<file path="src/rtl/instr_fetch_pkg.sv">
// -----------------------------------------------------------------------------
// instr_fetch_pkg
// Shared types and constants for the instruction fetch unit.
//   fetch_state_t : fetch FSM state encoding
//   ADDR_W        : instruction (word) address width
//   INSTR_W       : instruction width, two bytes
//   BYTE_W        : memory read width
//   MAX_WAIT_DEF  : default mem_ack timeout in cycles
//   WDT_W         : width of the timeout counter (covers MAX_WAIT up to 255)
// -----------------------------------------------------------------------------
package instr_fetch_pkg;

    localparam int ADDR_W       = 8;
    localparam int INSTR_W      = 16;
    localparam int BYTE_W       = 8;
    localparam int MAX_WAIT_DEF = 15;
    localparam int WDT_W        = 8;

    typedef enum logic [2:0] {
        IDLE   = 3'd0,
        REQ_LO = 3'd1,
        REQ_HI = 3'd2,
        HOLD   = 3'd3,
        ERROR  = 3'd4
    } fetch_state_t;

    // True in the states that drive a memory request.
    function automatic logic is_req_state(input fetch_state_t s);
        return (s == REQ_LO) || (s == REQ_HI);
    endfunction

endpackage

</file>
<file path="src/rtl/instr_fetch_if.sv">
// -----------------------------------------------------------------------------
// instr_fetch_if
// Bus bundle of the fetch unit: the byte-wide instruction memory port and the
// instruction hand-off to the decoder.
//   mem_req / mem_addr      : read request and byte address  (fetch -> memory)
//   mem_ack / mem_rdata     : read completion and data       (memory -> fetch)
//   instr_valid / data/addr : held instruction               (fetch -> decoder)
//   instr_ready             : decoder accepts                (decoder -> fetch)
// Modports: master = fetch unit side, slave = memory/decoder side.
// -----------------------------------------------------------------------------
interface instr_fetch_if;
    import instr_fetch_pkg::*;

    logic                 mem_req;
    logic [ADDR_W:0]      mem_addr;
    logic                 mem_ack;
    logic [BYTE_W-1:0]    mem_rdata;
    logic                 instr_valid;
    logic                 instr_ready;
    logic [INSTR_W-1:0]   instr_data;
    logic [ADDR_W-1:0]    instr_addr;

    modport master (
        output mem_req, mem_addr, instr_valid, instr_data, instr_addr,
        input  mem_ack, mem_rdata, instr_ready
    );

    modport slave (
        input  mem_req, mem_addr, instr_valid, instr_data, instr_addr,
        output mem_ack, mem_rdata, instr_ready
    );

endinterface

</file>
<file path="src/rtl/instr_fetch_wdt.sv">
// -----------------------------------------------------------------------------
// fetch_wdt
// Wait counter guarding a memory request.
//   clk, rst_n : clock, asynchronous active-low reset
//   clear      : restart counting from zero (takes priority over count)
//   count      : one more cycle spent waiting for mem_ack
//   limit      : number of wait cycles tolerated
//   expired    : counter has reached limit
// -----------------------------------------------------------------------------
module fetch_wdt
    import instr_fetch_pkg::*;
(
    input  logic             clk,
    input  logic             rst_n,
    input  logic             clear,
    input  logic             count,
    input  logic [WDT_W-1:0] limit,
    output logic             expired
);

    logic [WDT_W-1:0] cnt_q;

    always_ff @(posedge clk or negedge rst_n) begin
        if (!rst_n) begin
            cnt_q <= '0;
        end else if (clear) begin
            cnt_q <= '0;
        end else if (count && (cnt_q != '1)) begin
            cnt_q <= cnt_q + 1'b1;
        end
    end

    assign expired = (cnt_q >= limit);

endmodule

</file>
<file path="src/rtl/instr_fetch.sv">
// -----------------------------------------------------------------------------
// instr_fetch
// Fetches 16-bit instructions as two byte reads (low byte at {addr,0}, high
// byte at {addr,1}) and holds each one until the decoder accepts it.
//   clk, rst_n : clock, asynchronous active-low reset
//   pc_addr    : instruction address from the program counter
//   pc_en      : one-cycle pulse per accepted instruction (advances the PC)
//   flush      : drop the current/held instruction, refetch from pc_addr
//   fetch_err  : sticky flag, memory did not answer within MAX_WAIT cycles
//   bus        : memory request/response and decoder hand-off (master side)
// -----------------------------------------------------------------------------
module instr_fetch
    import instr_fetch_pkg::*;
#(
    parameter int MAX_WAIT = MAX_WAIT_DEF
) (
    input  logic              clk,
    input  logic              rst_n,
    input  logic [ADDR_W-1:0] pc_addr,
    output logic              pc_en,
    input  logic              flush,
    output logic              fetch_err,
    instr_fetch_if.master     bus
);

    localparam logic [WDT_W-1:0] WDT_LIMIT = WDT_W'(MAX_WAIT);

    fetch_state_t        state_q, state_d;
    logic [ADDR_W-1:0]   addr_q;
    logic [INSTR_W-1:0]  instr_data_q;
    logic [ADDR_W-1:0]   instr_addr_q;
    logic                discard_q;
    logic                fetch_err_q;

    logic                req;
    logic                byte_sel;
    logic                valid;
    logic                lo_ack;
    logic                hi_ack;
    logic                wdt_clear;
    logic                wdt_count;
    logic                wdt_expired;

    fetch_wdt u_wdt (
        .clk     (clk),
        .rst_n   (rst_n),
        .clear   (wdt_clear),
        .count   (wdt_count),
        .limit   (WDT_LIMIT),
        .expired (wdt_expired)
    );

    // Next state and outputs. A request, once raised, is only ended by an
    // ack or the timeout; flush merely marks the result for discarding.
    always_comb begin
        state_d  = state_q;
        req      = 1'b0;
        byte_sel = 1'b0;
        valid    = 1'b0;
        pc_en    = 1'b0;
        lo_ack   = 1'b0;
        hi_ack   = 1'b0;

        case (state_q)
            IDLE: begin
                if (!flush) begin
                    state_d = REQ_LO;
                end
            end

            REQ_LO: begin
                req = !wdt_expired;
                if (req && bus.mem_ack) begin
                    lo_ack  = 1'b1;
                    state_d = REQ_HI;
                end else if (wdt_expired) begin
                    state_d = ERROR;
                end
            end

            REQ_HI: begin
                req      = !wdt_expired;
                byte_sel = 1'b1;
                if (req && bus.mem_ack) begin
                    hi_ack  = 1'b1;
                    // A flush arriving together with the final ack also counts.
                    state_d = (discard_q || flush) ? IDLE : HOLD;
                end else if (wdt_expired) begin
                    state_d = ERROR;
                end
            end

            HOLD: begin
                // Flush beats a simultaneous instr_ready.
                valid = !flush;
                pc_en = !flush && bus.instr_ready;
                if (flush || bus.instr_ready) begin
                    state_d = IDLE;
                end
            end

            ERROR: begin
                state_d = ERROR;
            end

            default: begin
                state_d = IDLE;
            end
        endcase
    end

    // Wait counter restarts on every entry into a request state and only
    // counts cycles that actually have an outstanding request.
    assign wdt_clear = (state_d != state_q) && is_req_state(state_d);
    assign wdt_count = req && !bus.mem_ack;

    always_ff @(posedge clk or negedge rst_n) begin
        if (!rst_n) begin
            state_q <= IDLE;
        end else begin
            state_q <= state_d;
        end
    end

    always_ff @(posedge clk or negedge rst_n) begin
        if (!rst_n) begin
            addr_q <= '0;
        end else if ((state_q == IDLE) && !flush) begin
            addr_q <= pc_addr;
        end
    end

    always_ff @(posedge clk or negedge rst_n) begin
        if (!rst_n) begin
            instr_data_q <= '0;
            instr_addr_q <= '0;
        end else begin
            if (lo_ack) begin
                instr_data_q[BYTE_W-1:0] <= bus.mem_rdata;
            end
            if (hi_ack) begin
                instr_data_q[INSTR_W-1:BYTE_W] <= bus.mem_rdata;
                instr_addr_q                   <= addr_q;
            end
        end
    end

    // discard_q only lives across a transfer; any exit from the request
    // states (completion or timeout) leaves it cleared.
    always_ff @(posedge clk or negedge rst_n) begin
        if (!rst_n) begin
            discard_q <= 1'b0;
        end else if (is_req_state(state_q) && !hi_ack) begin
            discard_q <= discard_q || flush;
        end else begin
            discard_q <= 1'b0;
        end
    end

    always_ff @(posedge clk or negedge rst_n) begin
        if (!rst_n) begin
            fetch_err_q <= 1'b0;
        end else if ((state_q != ERROR) && (state_d == ERROR)) begin
            fetch_err_q <= 1'b1;
        end
    end

    assign bus.mem_req     = req;
    assign bus.mem_addr    = {addr_q, byte_sel};
    assign bus.instr_valid = valid;
    assign bus.instr_data  = instr_data_q;
    assign bus.instr_addr  = instr_addr_q;
    assign fetch_err       = fetch_err_q;

endmodule
</file>
<file path="src/flat_wrapper.sv">
// flat-port wrapper written by rule: the top's interface ports become plain ports
module instr_fetch_flat import instr_fetch_pkg::*;
#(
    parameter int MAX_WAIT = MAX_WAIT_DEF
)
  (clk, rst_n, pc_addr, pc_en, flush, fetch_err, bus_mem_req, bus_mem_addr, bus_instr_valid, bus_instr_data, bus_instr_addr, bus_mem_ack, bus_mem_rdata, bus_instr_ready);
  instr_fetch_if bus_i ();
  input  logic clk;
  input  logic rst_n;
  input  logic [ADDR_W-1:0] pc_addr;
  output logic pc_en;
  input  logic flush;
  output logic fetch_err;
  output wire logic [$bits(bus_i.mem_req)-1:0] bus_mem_req;
  output wire logic [$bits(bus_i.mem_addr)-1:0] bus_mem_addr;
  output wire logic [$bits(bus_i.instr_valid)-1:0] bus_instr_valid;
  output wire logic [$bits(bus_i.instr_data)-1:0] bus_instr_data;
  output wire logic [$bits(bus_i.instr_addr)-1:0] bus_instr_addr;
  input wire logic [$bits(bus_i.mem_ack)-1:0] bus_mem_ack;
  input wire logic [$bits(bus_i.mem_rdata)-1:0] bus_mem_rdata;
  input wire logic [$bits(bus_i.instr_ready)-1:0] bus_instr_ready;
  assign bus_mem_req = bus_i.mem_req;
  assign bus_mem_addr = bus_i.mem_addr;
  assign bus_instr_valid = bus_i.instr_valid;
  assign bus_instr_data = bus_i.instr_data;
  assign bus_instr_addr = bus_i.instr_addr;
  assign bus_i.mem_ack = bus_mem_ack;
  assign bus_i.mem_rdata = bus_mem_rdata;
  assign bus_i.instr_ready = bus_instr_ready;
  instr_fetch #(.MAX_WAIT(MAX_WAIT)) u_core (.clk(clk), .rst_n(rst_n), .pc_addr(pc_addr), .pc_en(pc_en), .flush(flush), .fetch_err(fetch_err), .bus(bus_i));
endmodule
</file>
<file path="config.mk">
export PLATFORM = sky130hd
export DESIGN_NAME = instr_fetch_flat
export DESIGN_NICKNAME = d
export VERILOG_FILES = /design/src/rtl/instr_fetch_pkg.sv /design/src/rtl/instr_fetch_if.sv /design/src/rtl/instr_fetch_wdt.sv /design/src/rtl/instr_fetch.sv /design/src/flat_wrapper.sv
export SDC_FILE = /design/constraint.sdc
export NUM_CORES = 1
export LEC_CHECK = 0
export CAP_MARGIN = 15
export CORE_UTILIZATION = 30
export CTS_CLUSTER_DIAMETER = 60
export DETAILED_ROUTE_END_ITERATION = 10
export SYNTH_ARGS = -nofsm -noshare
export SYNTH_HDL_FRONTEND = slang
export SYNTH_SLANG_ARGS = --single-unit
</file>
<file path="constraint.sdc">
create_clock -name clk -period 1.8 [get_ports clk]
set_input_delay 0.54 -clock clk [delete_from_list [all_inputs] [get_ports clk]]
set_output_delay 0.54 -clock clk [all_outputs]
set_load 0.01 [all_outputs]
</file>
Word-level counts from Yosys, hierarchy flattened
Index checks and enable logic that the tools add are counted.
{"block": "totals", "output_inout_bits": 37, "ff_bits": 45, "in_bits": 21, "word_cells": 56}
{"block": "classes", "n_eq_ne": 10, "n_mux": 17, "n_reduce_logical": 19, "order_cmp": 1, "add_sub_neg": 1}
{"op": "$mux 8", "n": 2}
{"op": "$mux 3", "n": 5}
{"op": "$pmux 3 s5", "n": 1}
{"op": "$eq 3x2->1 const B", "n": 3}
{"op": "$add 8x1->8 const B", "n": 1}
{"op": "$ge 8x4->1 const B", "n": 1}
{"op": "$logic_and 1x1->1", "n": 8}
{"op": "$mux 1", "n": 8}
{"op": "$ne 8x8->1 const B", "n": 1}
{"op": "$eq 3x1->1 const B", "n": 2}
{"op": "$eq 3x3->1 const B", "n": 2}
{"op": "$logic_not 1->1", "n": 4}
{"op": "$logic_or 1x1->1", "n": 4}
{"op": "$logic_not 3->1", "n": 1}
{"op": "$ne 3x3->1", "n": 1}
{"op": "$ne 3x3->1 const B", "n": 1}
{"op": "$mux 2", "n": 1}
{"op": "$reduce_bool 2->1", "n": 1}
{"op": "$reduce_or 2->1", "n": 1}

Logic depth before layout (Yosys ltp)
{"block": "depth", "word_depth": 9, "mapped_depth": 6, "depth_no_buf": 5}

Hierarchy
From an unflattened synthesis, not the netlist that was laid out.
{"block": "unflattened", "cells_unflattened": 185, "hier_area_um2": 2292.2}
{"mod": "instr_fetch", "area_per_inst_um2": 1641.6, "n_inst": 1, "seq_area_each_um2": 925.9, "cells_each": 115}
{"mod": "fetch_wdt", "area_per_inst_um2": 650.6, "n_inst": 1, "seq_area_each_um2": 200.2, "cells_each": 70}

Worst setup path before layout
Ideal clock, no wire load.
{"block": "synth_path", "path_type": "input -> register", "start": "input bus_mem_ack", "end": "register u_core.u_wdt.cnt_q[2]", "required_time_ps": 1704, "setup_ps": 96, "arrival_time_ps": 1926, "setup_slack_ps": -221, "n_path_buf": 1, "stages": 5, "path_cell_list": "buf_4 > nand2b_1 > a2111oi_0 > o2111ai_4 > a311oi_2"}
{"block": "synth_between", "elab_chain_len": 7, "word_cells_on_any_way": 14, "classes_between": "eq/ne: 3; mux: 4; reduce/logical: 7"}
{"item": "from (decl)", "line_no": "flat_wrapper.sv:19", "text": "input wire logic [$bits(bus_i.mem_ack)-1:0] bus_mem_ack;"}
{"item": "$logic_and 1x1->1", "line_no": "instr_fetch.sv:73, instr_fetch.sv:84"}
{"item": "$mux 3 (on tied branches)", "line_no": "instr_fetch.sv:84, instr_fetch.sv:73"}
{"item": "$pmux 3 s5", "line_no": "instr_fetch.sv:64", "text": "case (state_q)"}
{"item": "$eq 3x1->1 or $eq 3x2->1 (tied branches)", "line_no": "instr_fetch_pkg.sv:29", "text": "return (s == REQ_LO) || (s == REQ_HI);"}
{"item": "$logic_or 1x1->1", "line_no": "instr_fetch_pkg.sv:29"}
{"item": "$logic_and 1x1->1", "line_no": "instr_fetch.sv:114", "text": "assign wdt_clear = (state_d != state_q) && is_req_state(state_d);"}
{"item": "$mux 8 or $reduce_bool 2->1 (tied branches)"}
{"item": "to (signal assigned)", "line_no": "instr_fetch_wdt.sv:29", "text": "cnt_q <= cnt_q + 1'b1;"}
{"item": "to (decl)", "line_no": "instr_fetch_wdt.sv:21", "text": "logic [WDT_W-1:0] cnt_q;"}
Several ways; a longest one is shown, not always the timed one.
A chain may end at the register's enable or synchronous reset.

Worst setup path in the final report
{"block": "layout_path", "start": "register u_core.u_wdt.cnt_q[4]", "end": "output bus_mem_req"}
{"block": "layout_between", "elab_chain_len": 3}
{"item": "$ge 8x4->1", "line_no": "instr_fetch_wdt.sv:33", "text": "assign expired = (cnt_q >= limit);"}
{"item": "$logic_not 1->1", "line_no": "instr_fetch.sv:72, instr_fetch.sv:82"}
{"item": "$mux 1"}
{"item": "to (decl)", "line_no": "flat_wrapper.sv:14", "text": "output wire logic [$bits(bus_i.mem_req)-1:0] bus_mem_req;"}
Every way passes these cells.

==> flow_metrics.env <==
export IMPL_grt_pass1_wl_mm=8.27
export IMPL_core_um2=6490
export IMPL_drv_slew=0
export IMPL_diodes=0
export IMPL_synth_nets=179
export IMPL_antenna_left=0
export IMPL_tns_ps=-4660
export IMPL_synth_cell_types=47
export IMPL_design_area_um2=3340
export IMPL_cp_max_fo=2
export IMPL_start_util_pct=31.9
export IMPL_yosysWarnings=0
export IMPL_syn_area_um2=2070
export IMPL_maxCapViolCount=0
export IMPL_start_kind="register"
export IMPL_wire_per_inst_um=14.6
export IMPL_rrSetupSlack_ps=-190
export IMPL_crit_path_start="u_core.u_wdt.cnt_q[4]"
export IMPL_outcome="complete, but fails checks"
export IMPL_grt_pass1_vias=1671
export IMPL_min_path_type="input port to async pin"
export IMPL_worstReg2RegStart="u_core.u_wdt.cnt_q[4]"
export IMPL_first_pass_iters=4
export IMPL_powerDensity_nw_per_um2=1770
export IMPL_power_leakage_uw=0.00152
export IMPL_critical_path_class="register to output port"
export IMPL_htreeDepth=2
export IMPL_gr_usage_all_layers_pct=14.5
export IMPL_yosysTopAreaCell="dfrtp_1"
export IMPL_clock_sinks=45
export IMPL_tightest_slew_ps=363
export IMPL_drt_iter0_markers=38
export IMPL_clkLatencyLatePin_ps=300
export IMPL_dp_hpwl_mm=3.47
export IMPL_fp_dieArea_um2=7240
export IMPL_gr_total_overflow=0
export IMPL_total_power_uw=5900
export IMPL_ios=58
export IMPL_clockBufferDepth=2
export IMPL_hold_viol=0
export IMPL_antenna_found_initial=0
export IMPL_clock_tree_root_cell="clkbuf_8"
export IMPL_vias=1631
export IMPL_tritoncts="done"
export IMPL_layout_setup_ws_ps=-340
export IMPL_synth_cells=157
export IMPL_grt_max_degree=46
export IMPL_reg2reg_depth=5
export IMPL_endpoint="bus_mem_req"
export IMPL_clock_fmax_mhz=467
export IMPL_skew_ps=8.70
export IMPL_violations="setup timing"
export IMPL_area_growth_pct=61.1
export IMPL_cts_hold_buf=0
export IMPL_syn_avg_cell_area_um2=13.2
export IMPL_num_rows=29
export IMPL_drc=0
export IMPL_critPathArrivalTime_ps=1600
export IMPL_gp_congestion=0.902
export IMPL_die_x_um=85.1
export IMPL_post_drt_via_cell_ratio=4.88
export IMPL_io_buffers=57
export IMPL_die_h_um=85.1
export IMPL_ys_seq_area_share_pct=54.4
export IMPL_worst_endpoint_required_ps=1260
export IMPL_synth_top_area_share_pct=54.4
export IMPL_maxSlewHeadroom_pct=75.6
export IMPL_min_period_ps=2140
export IMPL_period_share_pct=119
export IMPL_finalSetupViolCount=34
export IMPL_ys_ff_latch=45
export IMPL_yosys_top_cells_area="dfrtp_1 (54%), mux2_1 (16%), nor4_4 (2.1%), a32oi_1 (1.7%), a31oi_1 (1.5%)"
export IMPL_r2r_end="u_core.u_wdt.cnt_q[2]"
export IMPL_rsz0062_at_grt="yes"
export IMPL_drive_above_1_share_pct=37.0
export IMPL_placed_cell_area_um2=3080
export IMPL_place_ws_ps=-636
export IMPL_ir_drop_mv=0.759
export IMPL_wirelength_mm=4.87
export IMPL_nNetsFinal=278
export IMPL_cp_end_kind="output port"
export IMPL_cts_buffers=5
export IMPL_cts_clk_slew_worst_paths_ps=80
-- worst max-delay path, cell delays in order (launching register included) --
cell     delay [ps]
dfrtp_1         380
or4_4           560
nor4_4          180
buf_2           180
-- flip-flops by register name, summed over array words and instances, names as in the netlist --
| signal | cells |
|---|---|
| u_core.addr_q | 8 |
| u_core.bus.instr_addr | 8 |
| u_core.bus.instr_data | 16 |
| u_core.discard_q | 1 |
| u_core.fetch_err | 1 |
| u_core.state_q | 3 |
| u_core.u_wdt.cnt_q | 8 |
-- cells in the final DEF (no fill, tap or decap), types with 4 or more instances in the layout --
cell,n
a31oi_1,5
buf_2,4
buf_4,36
buf_6,5
clkbuf_8,5
clkdlybuf4s50_1,48
dfrtp_1,44
inv_1,5
mux2_1,15
mux2_4,15
nor2_1,7
-- metrics by stage --
step / instances / utilization (%) / hold slack (ps)
after global routing: 334 / 51.4 / 226
after floorplan: 157 / - / 244
after CTS: 334 / 50.3 / 217
final: 334 / 51.4 / 208
after detailed placement: 324 / 47.4 / 472
after global placement: 324 / 47.4 / 465
-- layout make-up --
type | instances | area (um2)
fillers | 572 | 3160
clock inverters | 3 | 43.8
multi-input cells | 98 | 1060
well taps | 77 | 96.3
clock buffers | 5 | 68.8
inverters | 7 | 26.3
flip-flops and latches | 45 | 1130
repair buffers | 99 | 915
-- routing by layer --
metal	vias up	routed length, um	GRT usage [%]	part of all wire (%)
li1	781	-	-	-
met1	796	2270	20.1	47
met2	45	2290	22.7	47
met3	9	240	3.02	4.9
met4	0	71	5.08	1.5
met5	-	0	0	0
-- cell usage after synthesis (all sizes together) --
library cell	instances
a2111oi	1
a211o	2
a21o	1
a21oi	3
a311oi	1
a31o	2
a31oi	5
a32oi	4
and2	2
and3	1
buf	5
clkbuf	2
dfrtp	45
ha	1
inv	7
mux2	32
nand2	2
nand2b	2
nand3	4
nand4bb	1
nor2	8
nor2b	3
nor3	1
nor4	4
o2111ai	1
o211a	1
o21a	1
o21ai	4
o31ai	1
o32a	1
o32ai	1
o41ai	1
or2	2
or3	2
or4	2
xnor2	1
-- cell families (layout without fill, tap and decap cells) --
| kind of cell | count (synthesis) | in the layout | share of synthesized area (%) |
|---|---|---|---|
| compound gates | 30 | 30 | 12.3 |
| xor+xnor | 1 | 1 | 0.423 |
| buf+inv | 14 | 114 | 3.14 |
| flops | 45 | 45 | 54.4 |
| simple gates | 34 | 34 | 11.7 |
| mux | 32 | 32 | 17.4 |
| fa+ha+maj | 1 | 1 | 0.604 |
-- power breakdown --
| part | total (uW) | switching, uW | internal [uW] |
|---|---|---|---|
| Sequential | 1720 | 267 | 1450 |
| Clock | 764 | 348 | 416 |
| Combinational | 3420 | 1440 | 1980 |
-- worst min path at each step --
stage,start,endpoint,depth (start not counted)
6_report,rst_n,u_core.u_wdt.cnt_q[6],2
5_1_grt,rst_n,u_core.u_wdt.cnt_q[6],2
4_1_cts,rst_n,u_core.addr_q[3],2
3_5_place_dp,u_core.fetch_err,u_core.fetch_err,1
3_3_place_gp,u_core.fetch_err,u_core.fetch_err,1
2_1_floorplan,rst_n,u_core.addr_q[0],0
-- timing repair --
item	CTS	global route
endpoints found under the setup margin	43	46
pin swaps	10	4
gates resized for setup	34	13
setup buffers	2	0
(Power assumes the default switching activity.)
